`src/rtl/posit_sign_unpack_if.sv`:
```
// Precision-mode package and the stream interface of the posit sign-unpack stage.
// Carries the input word handshake and the unpacked output word with its lane flags.
package pe_pkg;
   localparam int PRECISION_CONFIG_L = 2;
   localparam logic [PRECISION_CONFIG_L-1:0] PRECISION_CONFIG_32B = 2'd0;
   localparam logic [PRECISION_CONFIG_L-1:0] PRECISION_CONFIG_16B = 2'd1;
   localparam logic [PRECISION_CONFIG_L-1:0] PRECISION_CONFIG_8B  = 2'd2;
endpackage

interface posit_sign_unpack_if;
   import pe_pkg::*;

   // Handshake: a word moves on a rising clk edge where vld and rdy are both 1;
   // a producer holding vld keeps its data stable until that edge.
   logic                          in_vld;
   logic                          in_rdy;
   logic [31:0]                   in_data;
   logic [PRECISION_CONFIG_L-1:0] in_mode;
   logic                          out_vld;
   logic                          out_rdy;
   logic [31:0]                   out_data;
   logic [PRECISION_CONFIG_L-1:0] out_mode;
   logic [3:0]                    out_sign;
   logic [3:0]                    out_zero;
   logic [3:0]                    out_nar;

   modport master (
      output in_vld, in_data, in_mode, out_rdy,
      input  in_rdy, out_vld, out_data, out_mode, out_sign, out_zero, out_nar
   );

   modport slave (
      input  in_vld, in_data, in_mode, out_rdy,
      output in_rdy, out_vld, out_data, out_mode, out_sign, out_zero, out_nar
   );
endinterface

```
`src/rtl/posit_sign_unpack.sv`:
```
// Two-stage elastic pipeline: per-lane zero/NaR detect, sign strip and left-align of posit lanes.
// Optional NaR lane counter enabled by defining POSIT_SIGN_UNPACK_NAR_CNT_EN.
module posit_sign_unpack
   import pe_pkg::*;
#(
   parameter int ES_L_32 = 6,
   parameter int ES_L_16 = 4,
   parameter int ES_L_8  = 2
) (
   input  logic                 clk,
   input  logic                 rst_n,
   posit_sign_unpack_if.slave   bus
`ifdef POSIT_SIGN_UNPACK_NAR_CNT_EN
   ,
   input  logic                 nar_cnt_clr,
   output logic [15:0]          nar_cnt
`endif
);

   typedef struct packed {
      logic [31:0] data;
      logic [3:0]  sign;
      logic [3:0]  zero;
      logic [3:0]  nar;
   } unpack_t;

   // Zero and NaR lanes both emit 0; other lanes emit |x| with the sign slot shifted out.
   function automatic void lane32(input logic [31:0] x, output logic [31:0] d,
                                  output logic s, output logic z, output logic n);
      logic [31:0] m;
      z = (x == 32'h0000_0000);
      n = (x == 32'h8000_0000);
      s = x[31] & ~n;
      m = x[31] ? (32'h0 - x) : x;
      d = (z | n) ? 32'h0 : {m[30:0], 1'b0};
   endfunction

   function automatic void lane16(input logic [15:0] x, output logic [15:0] d,
                                  output logic s, output logic z, output logic n);
      logic [15:0] m;
      z = (x == 16'h0000);
      n = (x == 16'h8000);
      s = x[15] & ~n;
      m = x[15] ? (16'h0 - x) : x;
      d = (z | n) ? 16'h0 : {m[14:0], 1'b0};
   endfunction

   function automatic void lane8(input logic [7:0] x, output logic [7:0] d,
                                 output logic s, output logic z, output logic n);
      logic [7:0] m;
      z = (x == 8'h00);
      n = (x == 8'h80);
      s = x[7] & ~n;
      m = x[7] ? (8'h0 - x) : x;
      d = (z | n) ? 8'h0 : {m[6:0], 1'b0};
   endfunction

   // Stage 1: raw word
   logic                          s1_vld_q,  s1_vld_d;
   logic [31:0]                   s1_data_q, s1_data_d;
   logic [PRECISION_CONFIG_L-1:0] s1_mode_q, s1_mode_d;

   // Stage 2: unpacked word, drives the outputs directly
   logic                          out_vld_q,  out_vld_d;
   unpack_t                       out_res_q,  out_res_d;
   logic [PRECISION_CONFIG_L-1:0] out_mode_q, out_mode_d;

   logic    s1_en;
   logic    s2_en;
   unpack_t s1_res;

   always_comb begin
      s2_en = ~out_vld_q | bus.out_rdy;
      s1_en = ~s1_vld_q | s2_en;
   end

   always_comb begin : unpack_comb
      logic [31:0] d32;
      logic [15:0] d16;
      logic [7:0]  d8;
      logic        s, z, n;
      s1_res = '0;
      d32    = '0;
      d16    = '0;
      d8     = '0;
      s      = 1'b0;
      z      = 1'b0;
      n      = 1'b0;
      case (s1_mode_q)
         PRECISION_CONFIG_16B: begin
            for (int i = 0; i < 2; i++) begin
               lane16(s1_data_q[16*i +: 16], d16, s, z, n);
               s1_res.data[16*i +: 16] = d16;
               s1_res.sign[i]          = s;
               s1_res.zero[i]          = z;
               s1_res.nar[i]           = n;
            end
         end
         PRECISION_CONFIG_8B: begin
            for (int i = 0; i < 4; i++) begin
               lane8(s1_data_q[8*i +: 8], d8, s, z, n);
               s1_res.data[8*i +: 8] = d8;
               s1_res.sign[i]        = s;
               s1_res.zero[i]        = z;
               s1_res.nar[i]         = n;
            end
         end
         // 32B, and any illegal encoding, run as a single 32-bit lane
         default: begin
            lane32(s1_data_q, d32, s, z, n);
            s1_res.data    = d32;
            s1_res.sign[0] = s;
            s1_res.zero[0] = z;
            s1_res.nar[0]  = n;
         end
      endcase
   end

   always_comb begin
      s1_vld_d   = s1_vld_q;
      s1_data_d  = s1_data_q;
      s1_mode_d  = s1_mode_q;
      out_vld_d  = out_vld_q;
      out_res_d  = out_res_q;
      out_mode_d = out_mode_q;
      if (s1_en) begin
         s1_vld_d = bus.in_vld;
      end
      if (bus.in_vld && s1_en) begin
         s1_data_d = bus.in_data;
         s1_mode_d = bus.in_mode;
      end
      if (s2_en) begin
         out_vld_d = s1_vld_q;
      end
      if (s1_vld_q && s2_en) begin
         out_res_d  = s1_res;
         out_mode_d = s1_mode_q;
      end
   end

   always_ff @(posedge clk or negedge rst_n) begin
      if (!rst_n) begin
         s1_vld_q   <= 1'b0;
         s1_data_q  <= '0;
         s1_mode_q  <= PRECISION_CONFIG_32B;
         out_vld_q  <= 1'b0;
         out_res_q  <= '0;
         out_mode_q <= PRECISION_CONFIG_32B;
      end else begin
         s1_vld_q   <= s1_vld_d;
         s1_data_q  <= s1_data_d;
         s1_mode_q  <= s1_mode_d;
         out_vld_q  <= out_vld_d;
         out_res_q  <= out_res_d;
         out_mode_q <= out_mode_d;
      end
   end

   assign bus.in_rdy   = s1_en;
   assign bus.out_vld  = out_vld_q;
   assign bus.out_data = out_res_q.data;
   assign bus.out_mode = out_mode_q;
   assign bus.out_sign = out_res_q.sign;
   assign bus.out_zero = out_res_q.zero;
   assign bus.out_nar  = out_res_q.nar;

`ifdef POSIT_SIGN_UNPACK_NAR_CNT_EN
   logic [15:0] nar_cnt_q, nar_cnt_d;
   logic [2:0]  nar_inc;
   logic [16:0] nar_sum;

   always_comb begin
      nar_inc = '0;
      for (int i = 0; i < 4; i++) begin
         nar_inc = nar_inc + {2'b00, out_res_q.nar[i]};
      end
      nar_sum   = {1'b0, nar_cnt_q} + {14'h0, nar_inc};
      nar_cnt_d = nar_cnt_q;
      if (nar_cnt_clr) begin
         nar_cnt_d = 16'h0000;
      end else if (out_vld_q && bus.out_rdy) begin
         nar_cnt_d = nar_sum[16] ? 16'hFFFF : nar_sum[15:0];
      end
   end

   always_ff @(posedge clk or negedge rst_n) begin
      if (!rst_n) begin
         nar_cnt_q <= 16'h0000;
      end else begin
         nar_cnt_q <= nar_cnt_d;
      end
   end

   assign nar_cnt = nar_cnt_q;
`endif

   // Field lengths only constrain sanity here; the extractor downstream consumes them.
   a_es_len_ok : assert property (@(posedge clk)
      (ES_L_32 >= 0) && (ES_L_32 < 32) && (ES_L_16 >= 0) && (ES_L_16 < 16) &&
      (ES_L_8 >= 0) && (ES_L_8 < 8));

   a_mode_legal : assert property (@(posedge clk) disable iff (!rst_n)
      (bus.in_vld && bus.in_rdy) |->
      ((bus.in_mode == PRECISION_CONFIG_32B) || (bus.in_mode == PRECISION_CONFIG_16B) ||
       (bus.in_mode == PRECISION_CONFIG_8B)));

endmodule

```
`src/flat_wrapper.sv`:
```
// flat-port wrapper written by rule: the top's interface ports become plain ports
module posit_sign_unpack_flat import pe_pkg::*;
#(
   parameter int ES_L_32 = 6,
   parameter int ES_L_16 = 4,
   parameter int ES_L_8  = 2
)
  (clk, rst_n, bus_in_vld, bus_in_data, bus_in_mode, bus_out_rdy, bus_in_rdy, bus_out_vld, bus_out_data, bus_out_mode, bus_out_sign, bus_out_zero, bus_out_nar);
  posit_sign_unpack_if bus_i ();
  input  logic clk;
  input  logic rst_n;
  input wire logic [$bits(bus_i.in_vld)-1:0] bus_in_vld;
  input wire logic [$bits(bus_i.in_data)-1:0] bus_in_data;
  input wire logic [$bits(bus_i.in_mode)-1:0] bus_in_mode;
  input wire logic [$bits(bus_i.out_rdy)-1:0] bus_out_rdy;
  output wire logic [$bits(bus_i.in_rdy)-1:0] bus_in_rdy;
  output wire logic [$bits(bus_i.out_vld)-1:0] bus_out_vld;
  output wire logic [$bits(bus_i.out_data)-1:0] bus_out_data;
  output wire logic [$bits(bus_i.out_mode)-1:0] bus_out_mode;
  output wire logic [$bits(bus_i.out_sign)-1:0] bus_out_sign;
  output wire logic [$bits(bus_i.out_zero)-1:0] bus_out_zero;
  output wire logic [$bits(bus_i.out_nar)-1:0] bus_out_nar;
  assign bus_i.in_vld = bus_in_vld;
  assign bus_i.in_data = bus_in_data;
  assign bus_i.in_mode = bus_in_mode;
  assign bus_i.out_rdy = bus_out_rdy;
  assign bus_in_rdy = bus_i.in_rdy;
  assign bus_out_vld = bus_i.out_vld;
  assign bus_out_data = bus_i.out_data;
  assign bus_out_mode = bus_i.out_mode;
  assign bus_out_sign = bus_i.out_sign;
  assign bus_out_zero = bus_i.out_zero;
  assign bus_out_nar = bus_i.out_nar;
  posit_sign_unpack #(.ES_L_32(ES_L_32), .ES_L_16(ES_L_16), .ES_L_8(ES_L_8)) u_core (.clk(clk), .rst_n(rst_n), .bus(bus_i));
endmodule
```
`config.mk`:
```
export PLATFORM = sky130hd
export DESIGN_NAME = posit_sign_unpack_flat
export DESIGN_NICKNAME = d
export VERILOG_FILES = /design/src/rtl/posit_sign_unpack_if.sv /design/src/rtl/posit_sign_unpack.sv /design/src/flat_wrapper.sv
export SDC_FILE = /design/constraint.sdc
export NUM_CORES = 1
export LEC_CHECK = 0
export CAP_MARGIN = 20
export CORE_ASPECT_RATIO = 1.5
export CORE_MARGIN = 2
export CORE_UTILIZATION = 25
export CTS_CLUSTER_DIAMETER = 100
export CTS_CLUSTER_SIZE = 10
export DETAILED_ROUTE_END_ITERATION = 16
export PLACE_DENSITY = 0.42
export SLEW_MARGIN = 10
export SYNTH_ARGS = -nofsm -noshare
export SYNTH_HDL_FRONTEND = slang
export SYNTH_SLANG_ARGS = --single-unit
```
`constraint.sdc`:
```
create_clock -name clk -period 3.52 [get_ports clk]
set_input_delay 0.704 -clock clk [delete_from_list [all_inputs] [get_ports clk]]
set_output_delay 0.704 -clock clk [all_outputs]
set_load 0.02 [all_outputs]
```
* Yosys cells after proc, flatten, opt, wreduce, memory -nomap -nowiden
Cells that the tools add are included.
** Storage, ports and cells
- Output and inout port bits :: 48
- Bits of input ports :: 38
- Logic and storage cells :: 83
- Bits in registers :: 82
** Operators by class
- Eq/ne operators :: 9
- Reduce and logical (&&, ||, !) cells :: 9
- Bitwise gates (word level) :: 25
- Mux-type cells :: 24
- Add/subtract/negate cells :: 7
** Operator list (count)
- $pmux 32 s2 :: 1
- $eq 16x16->1 const B :: 2
- $eq 32x32->1 const B :: 1
- $eq 8x8->1 const B :: 4
- $logic_not 16->1 :: 2
- $logic_not 32->1 :: 1
- $logic_not 8->1 :: 4
- $mux 16 :: 2
- $mux 32 :: 1
- $mux 8 :: 4
- $mux 31 :: 1
- $sub 1x31->31 const A :: 1
- $mux 15 :: 2
- $sub 1x15->15 const A :: 2
- $mux 7 :: 4
- $sub 1x7->7 const A :: 4
- $pmux 1 s2 :: 6
- $not 1->1 :: 9
- $or 1x1->1 :: 9
- $and 1x1->1 :: 7
- $mux 2 :: 3
- $eq 2x1->1 const B :: 1
- $eq 2x2->1 const B :: 1
- $logic_and 1x1->1 :: 2

* Depth between registers and ports, before layout
Gate-level depths: netlist of the first run.
- Depth in word-level cells :: 4
- Gate-level depth with buffers :: 10
- Mapped depth without buffers :: 8

* Worst setup path before layout of the first run
No wires, ideal clock.
- Path type :: register to register
- Start :: reg u_core.s1_data_q[16]
- End :: reg u_core.out_res_q, in the netlist u_core.bus.out_data[22]
- Stages on the path, launching flop included :: 10
- Arrival time :: 2.468 ns
- Path buffers :: 1
- Setup time :: 0.124 ns
- Path slack :: 0.928 ns
- Clock period less this slack :: 2.592 ns
- Required time :: 3.396 ns
- Path through :: dfrtp_1 > clkbuf_1 > inv_1 > ha_1 > or3b_2 > nor4_1 > nor2_1 > o21ai_0 > o21ai_0 > a211o_1
** On the way
- Cells in the longest elaborated chain, start to end :: 4
- Elaborated cells between the ends (all ways) :: 19
- Classes of those cells :: add/sub: 3; eq/ne: 3; mux: 7; bitwise: 3; reduce/logical: 3
** RTL lines
- start, declared :: RTL line posit_sign_unpack.sv:60 : logic [31:0] s1_data_q, s1_data_d;
- start signal, assigned :: RTL line posit_sign_unpack.sv:152 : s1_data_q <= s1_data_d;
- $sub 1x31->31, or another cell as far along :: RTL line posit_sign_unpack.sv:34 : m = x[31] ? (32'h0 - x) : x;
- $mux 31, or another cell as far along :: RTL line posit_sign_unpack.sv:34
- $mux 32, or another cell as far along :: RTL line posit_sign_unpack.sv:35 : d = (z | n) ? 32'h0 : {m[30:0], 1'b0};
- $pmux 32 s2 * :: RTL line posit_sign_unpack.sv:89 : case (s1_mode_q)
- end signal, assigned :: RTL line posit_sign_unpack.sv:155 : out_res_q <= out_res_d;
- end, declared :: RTL line posit_sign_unpack.sv:65 : unpack_t out_res_q, out_res_d;
Every way passes the cells marked *; elsewhere a longest branch is shown, timed or not.
A chain may end at the register's enable or synchronous reset.

* Final worst setup path of the first run
Same ends and word-level chain as after synthesis.

==> summary.md, run 1 <==
| Metric | Value |
|---|---|
| Status | `complete, no violations` |
| Number of global-route vias before repair | `between 5000 and 6000` |
| DIE HEIGHT | `182.4 µm` |
| Max Cap Viol | `0` |
| Worst Setup Start Kind | `register` |
| Switching Fraction | `39.34%` |
| Clock transition time at the flip-flop clock pins of the worst setup and hold paths | `70 ps` |
| Capture point of the worst reg-to-reg path | `u_core.bus.out_data[22]$_DFFE_PN0P_` |
| Number of distinct library cells after synthesis | `slightly below 70` |
| Final-report max-slew violation count | `0` |
| Seq/Total Area, Yosys | `38.20%` |
| Endpoint type of the worst setup path | `register` |
| Share of the clock period used by the worst path after layout | `~87%` |
| Main synth FF type | `sky130_fd_sc_hd__dfrtp_1` |
| Area growth from synthesis to final layout | `28.65%` |
| Startpoint-to-endpoint class of the critical path | `reg2reg` |
| Routed Wire Length | `just over 20000 µm` |
| Ratio of cells with drive above 1 in the final layout | `between 10% and 20%` |
| Average via count per standard cell | `roughly 5.4` |
| Cell Int Power | `~2400 µW` |
| Post-Synthesis Net Count | `roughly 660` |
| Gr usage total | `18.59%` |
| Cell types with the largest area share after synthesis | `sky130_fd_sc_hd__dfrtp_1, sky130_fd_sc_hd__mux2_2, sky130_fd_sc_hd__nand2_1` |
| Placed wire-length estimate | `15070 µm` |
| Cell type with the largest total area after synthesis | `sky130_fd_sc_hd__dfrtp_1` |
| Register bit count reported by yosys | `81` |
| Post-CTS Setup Bufs | `0` |
| Worst slew slack as a fraction of its limit | `around 37%` |
| Antenna violations before repair | `0` |
| Num CTS Buffers | `9` |
| Total power | `just under 4000 µW` |
| Port bufs | `84` |
| Total power density per cell area | `around 570 nW/µm²` |
| Setup repair after global routing missed its margin | `no` |
| Number of H-tree branching levels | `3` |
| Leakage power figure | `~0.0026 µW` |
| Largest net degree at the start of global routing | `between 50 and 60` |
| Number of gates given a new drive strength after cts | `0` |
| Post-route standard cell area excluding fillers | `6827 µm²` |
| Flop2flop setup slack | `about 440 ps` |
| Post-synthesis async set-or-reset flop share | `100.0%` |
| Average routed wire per standard cell | `21.13 µm` |
| Remaining global-route overflow | `0` |
| Class of the most critical hold timing path | `in2async` |
| Setup skew after layout | `approximately 9.4 ps` |
| Number of sinks handled by clock tree synthesis | `81` |
| Clk network pwr share | `roughly 23%` |
| Reg power frac | `a little over a third` |
| Switching Power | `1534 µW` |
| Clk root buf | `sky130_fd_sc_hd__clkbuf_16` |
| CP Data Required Time | `roughly 3800 ps` |
| Placed cell area | `about 6600 µm²` |
| Initial Utilization | `about a quarter` |
| Clock tree from TritonCTS | `yes` |
| Tightest Pin Transition | `936.0 ps` |
| Mean cell area of the mapped netlist | `between 8 and 9 µm²` |
| DIE AREA | `22430 µm²` |
| Count of warnings emitted by yosys | `0` |
| Net count of the finished layout | `roughly 740` |
| Summed negative setup slack over all endpoints | `0 ps` |
| Worst IR drop on VDD | `~0.22 mV` |
| Clock insertion delay at the later pin of the skew report | `between 300 and 400 ps` |
| Post-synthesis instance area | `approximately 5300 µm²` |
| Final cell count without fillers | `between 900 and 1000` |
| Source of the worst register-to-register timing path | `u_core.s1_data_q[16]$_DFFE_PN0P_` |
| Via count | `about 5200` |
| Number of enable-type register cells in the synthesized netlist | `0` |
| Final count of hold timing violations | `0` |
| Arr. time, crit path | `about 3300 ps` |
| Maximum achievable frequency | `324.9 MHz` |
| Worst r2r path cells | `8` |
| # hold bufs at CTS | `0` |
| First-pass GRT wire length | `31300 µm` |
| Number of antenna diodes | `0` |
| Remaining antenna violation count after routing | `0` |
| Max Fanout on Critical Path | `9` |
| Post-synthesis cell count | `610` |
| Number of instances in the placed design | `between 900 and 1000` |
| TritonRoute pass-1 iters | `5` |
| Comb pwr share | `around 41%` |
| Initial detailed-routing violation count | `roughly 260` |
| Yosys top cell area share | `38.20%` |
| Worst-case clock buffer depth | `2` |
| Residual DRC count | `0` |
| Ports | `86` |
| Setup violations, final | `0` |
| Floorplan core area | `~21000 µm²` |
| Overall die width | `between 100 and 150 µm` |
| Number of placement rows | `between 60 and 70` |
| RePlAce Congestion | `approximately 0.86` |
| Fin crit period | `around 3100 ps` |
==> metrics by stage <==
stage / hold WS [ps] / setup slack (ps) / util [%]
6_report: 343.4 / 442.4 / 32.66
5_1_grt: 387.7 / 209.5 / 32.66
4_1_cts: 372.0 / 319.8 / 32.66
3_5_place_dp: 473.7 / 329.2 / 31.36
3_3_place_gp: 463.2 / 525.3 / 31.36
2_1_floorplan: 408.4 / 927.9 / -
==> power groups by stage <==
stage               clock network [µW]  registers, µW  logic, µW
floorplan                            0           1470        797
global placement                     0           1400       1610
detailed placement                   0           1410       1610
CTS                                939           1390       1620
global route                       972           1420       1740
finish                             906           1380       1610
==> synthesized netlist by cell type (7+ instances only) <==
library cell and n:
sky130_fd_sc_hd__ha_1 7, sky130_fd_sc_hd__nand4_1 10, sky130_fd_sc_hd__nor2b_1 7, sky130_fd_sc_hd__nor2_1 35, sky130_fd_sc_hd__a32oi_1 8, sky130_fd_sc_hd__nand2b_1 10
sky130_fd_sc_hd__nor3_1 16, sky130_fd_sc_hd__a21oi_1 24, sky130_fd_sc_hd__inv_1 21, sky130_fd_sc_hd__dfrtp_1 81, sky130_fd_sc_hd__mux2_2 34, sky130_fd_sc_hd__a22oi_1 7
sky130_fd_sc_hd__nand3_1 26, sky130_fd_sc_hd__o31ai_1 9, sky130_fd_sc_hd__nand2_1 71, sky130_fd_sc_hd__xor2_1 8, sky130_fd_sc_hd__o211ai_1 10, sky130_fd_sc_hd__xnor2_1 18
sky130_fd_sc_hd__nor4_1 8, sky130_fd_sc_hd__buf_1 8, sky130_fd_sc_hd__a31oi_1 7, sky130_fd_sc_hd__clkbuf_1 33, sky130_fd_sc_hd__or3_1 9, sky130_fd_sc_hd__o21ai_0 44
==> cell type report <==
cell class                      instances  area [µm²]
Tap cell                              268       335.3
Multi-Input combinational cell        459        2999
Clock buffer                           11       242.7
Clock inverter                          4       30.03
Inverter                               21       78.83
Timing Repair Buffer                  119        1114
Fill cell                            2159       14070
Sequential cell                        81        2027
==> worst max-delay path, stage by stage (launching register included) <==
cell	delay [ps]
sky130_fd_sc_hd__dfrtp_1	460
sky130_fd_sc_hd__inv_1	110
sky130_fd_sc_hd__ha_1	260
sky130_fd_sc_hd__or3b_2	520
sky130_fd_sc_hd__nor4_1	550
sky130_fd_sc_hd__nor2_1	270
sky130_fd_sc_hd__o21ai_1	390
sky130_fd_sc_hd__o21ai_0	170
sky130_fd_sc_hd__a211o_1	230
==> per-layer routing <==
layer  part of all wire [%]  routed length, µm  GRT usage, %  vias up
met1                     38               7707         20.58     2547
li1                       -                  -             -     2408
met4                    6.1               1241         11.68        0
met3                    3.6                737         2.875       55
met5                      0                  0             0        -
met2                     52              10670         32.53      167
==> cells in the final DEF (no fill, tap or decap), types with 5 or more instances in the layout <==
master and n:
sky130_fd_sc_hd__o31ai_1 9, sky130_fd_sc_hd__o22ai_1 6, sky130_fd_sc_hd__inv_1 21, sky130_fd_sc_hd__clkdlybuf4s50_1 83
sky130_fd_sc_hd__o21ai_0 43, sky130_fd_sc_hd__buf_4 35, sky130_fd_sc_hd__a211oi_1 6, sky130_fd_sc_hd__clkbuf_16 9
sky130_fd_sc_hd__or4_1 5, sky130_fd_sc_hd__a22oi_1 7, sky130_fd_sc_hd__nand4_1 10, sky130_fd_sc_hd__nor3_1 15
sky130_fd_sc_hd__a31oi_1 7, sky130_fd_sc_hd__dfrtp_1 81, sky130_fd_sc_hd__nand3_1 26, sky130_fd_sc_hd__nand2_1 70
sky130_fd_sc_hd__nor4_1 8, sky130_fd_sc_hd__or3_1 9, sky130_fd_sc_hd__mux2_2 34, sky130_fd_sc_hd__ha_1 7
sky130_fd_sc_hd__nor2_1 35, sky130_fd_sc_hd__xnor2_1 18, sky130_fd_sc_hd__and2_1 5, sky130_fd_sc_hd__xor2_1 8
sky130_fd_sc_hd__nand2b_1 10, sky130_fd_sc_hd__a32oi_1 8, sky130_fd_sc_hd__o211ai_1 10, sky130_fd_sc_hd__a21oi_1 24
sky130_fd_sc_hd__a221oi_1 6, sky130_fd_sc_hd__nor2b_1 7
==> flip-flops by register name (all words and copies together), names as in the netlist <==
register,cells
u_core.bus.out_zero,4
u_core.s1_data_q,32
u_core.bus.out_nar,4
u_core.bus.out_vld,1
u_core.bus.out_sign,4
u_core.bus.out_data,31
u_core.s1_mode_q,2
u_core.s1_vld_q,1
u_core.bus.out_mode,2
==> logic make-up (layout without fill, tap and decap cells) <==
logic type               Yosys count  after routing  share of synthesized area [%]
multiplexers                      35             35                          7.404
XOR/XNOR                          26             26                          4.291
AO/OA/AOI/OAI                    172            172                          22.45
buffers and inverters             70            155                          5.423
flip-flops                        81             81                          38.20
other                              1              1                        0.07067
AND/OR/NAND/NOR                  218            218                          20.51
adder cells (fa/ha/maj)            7              7                          1.650
==> how the worst max path moves through the flow <==
stage | from | to | slack (ps) | cells after the start
after global routing | u_core.s1_data_q[16]$_DFFE_PN0P_ | u_core.bus.out_data[22]$_DFFE_PN0P_ | 210 | 8
after floorplan | u_core.s1_data_q[16]$_DFFE_PN0P_ | u_core.bus.out_data[22]$_DFFE_PN0P_ | 930 | 9
after CTS | u_core.s1_data_q[16]$_DFFE_PN0P_ | u_core.bus.out_data[22]$_DFFE_PN0P_ | 320 | 8
after global placement | u_core.s1_data_q[16]$_DFFE_PN0P_ | u_core.bus.out_data[22]$_DFFE_PN0P_ | 530 | 8
after detailed placement | u_core.s1_data_q[16]$_DFFE_PN0P_ | u_core.bus.out_data[22]$_DFFE_PN0P_ | 330 | 8
final | u_core.s1_data_q[16]$_DFFE_PN0P_ | u_core.bus.out_data[22]$_DFFE_PN0P_ | 440 | 8
No activity file was read; power rests on OpenSTA's default activity.
==> run 2, diff against run 1 <==
--- a/config.mk
+++ b/config.mk
@@ -12,6 +12,7 @@
 export CTS_CLUSTER_DIAMETER = 100
 export CTS_CLUSTER_SIZE = 10
 export DETAILED_ROUTE_END_ITERATION = 16
+export HOLD_SLACK_MARGIN = 0.1
 export PLACE_DENSITY = 0.42
 export SLEW_MARGIN = 10
 export SYNTH_ARGS = -nofsm -noshare
==> results of run 2 <==
The final DEF is identical to that of run 1; final timing and power are the same.
==> run 3, diff against run 2 <==
--- a/config.mk
+++ b/config.mk
@@ -13,8 +13,11 @@
 export CTS_CLUSTER_SIZE = 10
 export DETAILED_ROUTE_END_ITERATION = 16
 export HOLD_SLACK_MARGIN = 0.1
+export MAX_ROUTING_LAYER = met4
 export PLACE_DENSITY = 0.42
+export SKIP_CTS_REPAIR_TIMING = 1
 export SLEW_MARGIN = 10
 export SYNTH_ARGS = -nofsm -noshare
 export SYNTH_HDL_FRONTEND = slang
 export SYNTH_SLANG_ARGS = --single-unit
+export TNS_END_PERCENT = 10
==> run 3 against run 2 <==
  * Die area is the same
  * Via count fell by 1.1%
  * Largest cell class unchanged
  * Clock skew shrank 1.7 ps
  * Critical path depth stayed put
  * Worst hold slack got worse by 21 ps
  * Routed wire length rose by 2.8%
  * Worst setup slack got worse by 140 ps
  * Final cell count is 1.0% higher
  * Sequential share of layout area shrank 0.46 points
  * Global-route usage grew 1.2 points
==> summary.md, run 3 (synthesis gave the netlist of run 1 again) <==
| Metric | Value |
|---|---|
| Status | `complete, no violations` |
| First-pass GRT wire length | `32040 µm (+2.4%)` |
| Average routed wire per standard cell | `21.51 µm (+1.8%)` |
| Clock tree from TritonCTS | `yes` |
| Gr usage total | `19.83% (+1.2 points)` |
| Number of H-tree branching levels | `3 (unchanged)` |
| Most common cell on crit path | `sky130_fd_sc_hd__o21ai_0` |
| Worst Setup Start Kind | `register` |
| Antenna violations before repair | `0 (unchanged)` |
| Setup repair after global routing missed its margin | `no` |
| Most used cells in the layout excluding fill and tap cells | `sky130_fd_sc_hd__clkdlybuf4s50_1, sky130_fd_sc_hd__dfrtp_1, sky130_fd_sc_hd__nand2_1, sky130_fd_sc_hd__o21ai_0, sky130_fd_sc_hd__buf_4` |
| Clock transition time at the flip-flop clock pins of the worst setup and hold paths | `70 ps (about the same)` |
| Worst IR drop on VDD | `0.2179 mV (-1.6%)` |
| Clock insertion delay at the later pin of the skew report | `350 ps (about the same)` |
| Final cell count without fillers | `973 (+1.0%)` |
| Routed Wire Length | `20930 µm (+2.8%)` |
| Most common library cell in the layout ignoring fill and taps | `sky130_fd_sc_hd__clkdlybuf4s50_1` |
| Share of the clock period used by the worst path after layout | `91.36% (+3.9 points)` |
| Class of the most critical hold timing path | `in2async` |
| Final-report max-slew violation count | `0 (unchanged)` |
| Remaining antenna violation count after routing | `0 (unchanged)` |
| Tightest Pin Transition | `823.6 ps (-112.4 ps)` |
| Cell at the slowest stage of the critical path | `sky130_fd_sc_hd__or3b_2` |
| Num CTS Buffers | `9 (unchanged)` |
| Cells traversed along the worst timing path | `inv_1 > ha_1 > or3b_2 > nor4_1 > nor2_1 > o21ai_0 > o21ai_0 > a211o_1` |
| Number of global-route vias before repair | `5381 (+1.1%)` |
| Arr. time, crit path | `3460 ps (+150 ps)` |
| Area growth from synthesis to final layout | `30.68%` |
| Ports | `86 (unchanged)` |
| RePlAce Congestion | `0.8491 (-1.0%)` |
| Max Fanout on Critical Path | `9 (unchanged)` |
| Initial detailed-routing violation count | `268 (+2.7%)` |
| Maximum achievable frequency | `310.9 MHz (-4.3%)` |
| Port bufs | `84 (unchanged)` |
| Overall die width | `123.0 µm (unchanged)` |
| Number of antenna diodes | `0 (unchanged)` |
| DIE AREA | `22430 µm² (unchanged)` |
| Largest reg by FF count | `u_core.s1_data_q` |
| Residual DRC count | `0 (unchanged)` |
| Via count | `5121 (-1.1%)` |
| Number of placement rows | `65 (unchanged)` |
| Number of fill cells | `2196 (+1.7%)` |
| Setup violations, final | `0 (unchanged)` |
| Post-route standard cell area excluding fillers | `6934 µm² (+1.6%)` |
| Number of sinks handled by clock tree synthesis | `81 (unchanged)` |
| Startpoint-to-endpoint class of the critical path | `reg2reg` |
| Endpoint type of the worst setup path | `register` |
| Setup skew after layout | `7.740 ps (-1.659 ps)` |
| Remaining global-route overflow | `0 (unchanged)` |
| DIE HEIGHT | `182.4 µm (unchanged)` |
| Average via count per standard cell | `5.263 (-2.1%)` |
| Largest register FFs | `32 (unchanged)` |
| Floorplan core area | `20900 µm² (unchanged)` |
| CP Data Required Time | `3760 ps (about the same)` |
| Ratio of cells with drive above 1 in the final layout | `15.46% (+1.4 points)` |
| Fin crit period | `3216 ps (+138.4 ps)` |
| Largest net degree at the start of global routing | `82 (+41%)` |
| Worst slew slack as a fraction of its limit | `44.67% (+7.6 points)` |
| Summed negative setup slack over all endpoints | `0 ps (unchanged)` |
| Stage delay of the slowest cell on the critical path | `540 ps (about the same)` |
| Combined buffer and inverter count along the critical path | `1 (unchanged)` |
| Clk root buf | `sky130_fd_sc_hd__clkbuf_16` |
| Total power density per cell area | `573.0 nW/µm² (+0.35%)` |
| Initial Utilization | `25.39% (unchanged)` |
| Placed cell area | `6614 µm² (+0.92%)` |
| TritonRoute pass-1 iters | `4 (-1)` |
| Core Util, Final | `33.18% (+0.51 points)` |
| Placed wire-length estimate | `15430 µm (+2.4%)` |
| Number of instances in the placed design | `956 (+0.84%)` |
| Net count of the finished layout | `745 (+1.2%)` |
| Top delay family on crit path | `simple AND/OR/NAND/NOR gates` |
| Final count of hold timing violations | `0 (unchanged)` |
| Worst-case clock buffer depth | `2 (unchanged)` |
| Max Cap Viol | `0 (unchanged)` |
| Leakage power figure | `0.002707 µW (+2.5%)` |
| Flop2flop setup slack | `300 ps (-140 ps)` |
-- run 3: cell types whose count changed in the layout (fill, tap and decap cells not counted), sizes merged --
cell      change
buf           +9
clkinv        +2
clkinvlp      -1
-- run 3: path summary, 6_finish.rpt --
check	from	end	depth (start not counted)
worst max-delay path	u_core.s1_data_q[16]$_DFFE_PN0P_	u_core.bus.out_data[22]$_DFFE_PN0P_	8
worst min-delay path	rst_n	u_core.bus.out_data[8]$_DFFE_PN0P_	1
worst max register to register	u_core.s1_data_q[16]$_DFFE_PN0P_	u_core.bus.out_data[22]$_DFFE_PN0P_	8
worst min register to register	u_core.bus.out_zero[3]$_DFFE_PN0P_	u_core.bus.out_zero[3]$_DFFE_PN0P_	2
max in group asynchronous	rst_n	u_core.s1_data_q[22]$_DFFE_PN0P_	2
min in group clk	u_core.bus.out_zero[3]$_DFFE_PN0P_	u_core.bus.out_zero[3]$_DFFE_PN0P_	2
-- run 3: power by group --
group          switching (µW)  internal, µW
logic                     914           747
registers                 216          1140
clock network             432           520
total                    1560          2410
-- run 3: area by class of cell --
cell class / instances / area, µm² / area share [%]
clock buffers: 11 / 252.7 / 3.645
clock inverters: 5 / 40.04 / 0.5774
inverters: 21 / 78.83 / 1.137
multi-input cells: 459 / 2999 / 43.25
flip-flops and latches: 81 / 2027 / 29.23
well taps: 268 / 335.3 / 4.836
repair buffers: 128 / 1201 / 17.32
-- run 3: layer usage --
layer	global-route usage, %	wire (µm)	vias up
li1	-	-	2431
met1	21.17	7865	2489
met2	35.71	11580	161
met3	2.750	673	40
met4	8.736	815	0
met5	-	0	-
-- run 3: metrics by stage --
| stage | total power, µW | setup WS [ps] | hold slack (ps) |
|---|---|---|---|
| floorplan | 2265 | 927.9 | 408.4 |
| global placement | 3043 | 517.7 | 459.5 |
| detailed placement | 3050 | 317.9 | 465.8 |
| CTS | 4022 | 309.1 | 485.7 |
| global route | 4226 | 1.002 | 360.0 |
| finish | 3973 | 304.0 | 322.4 |
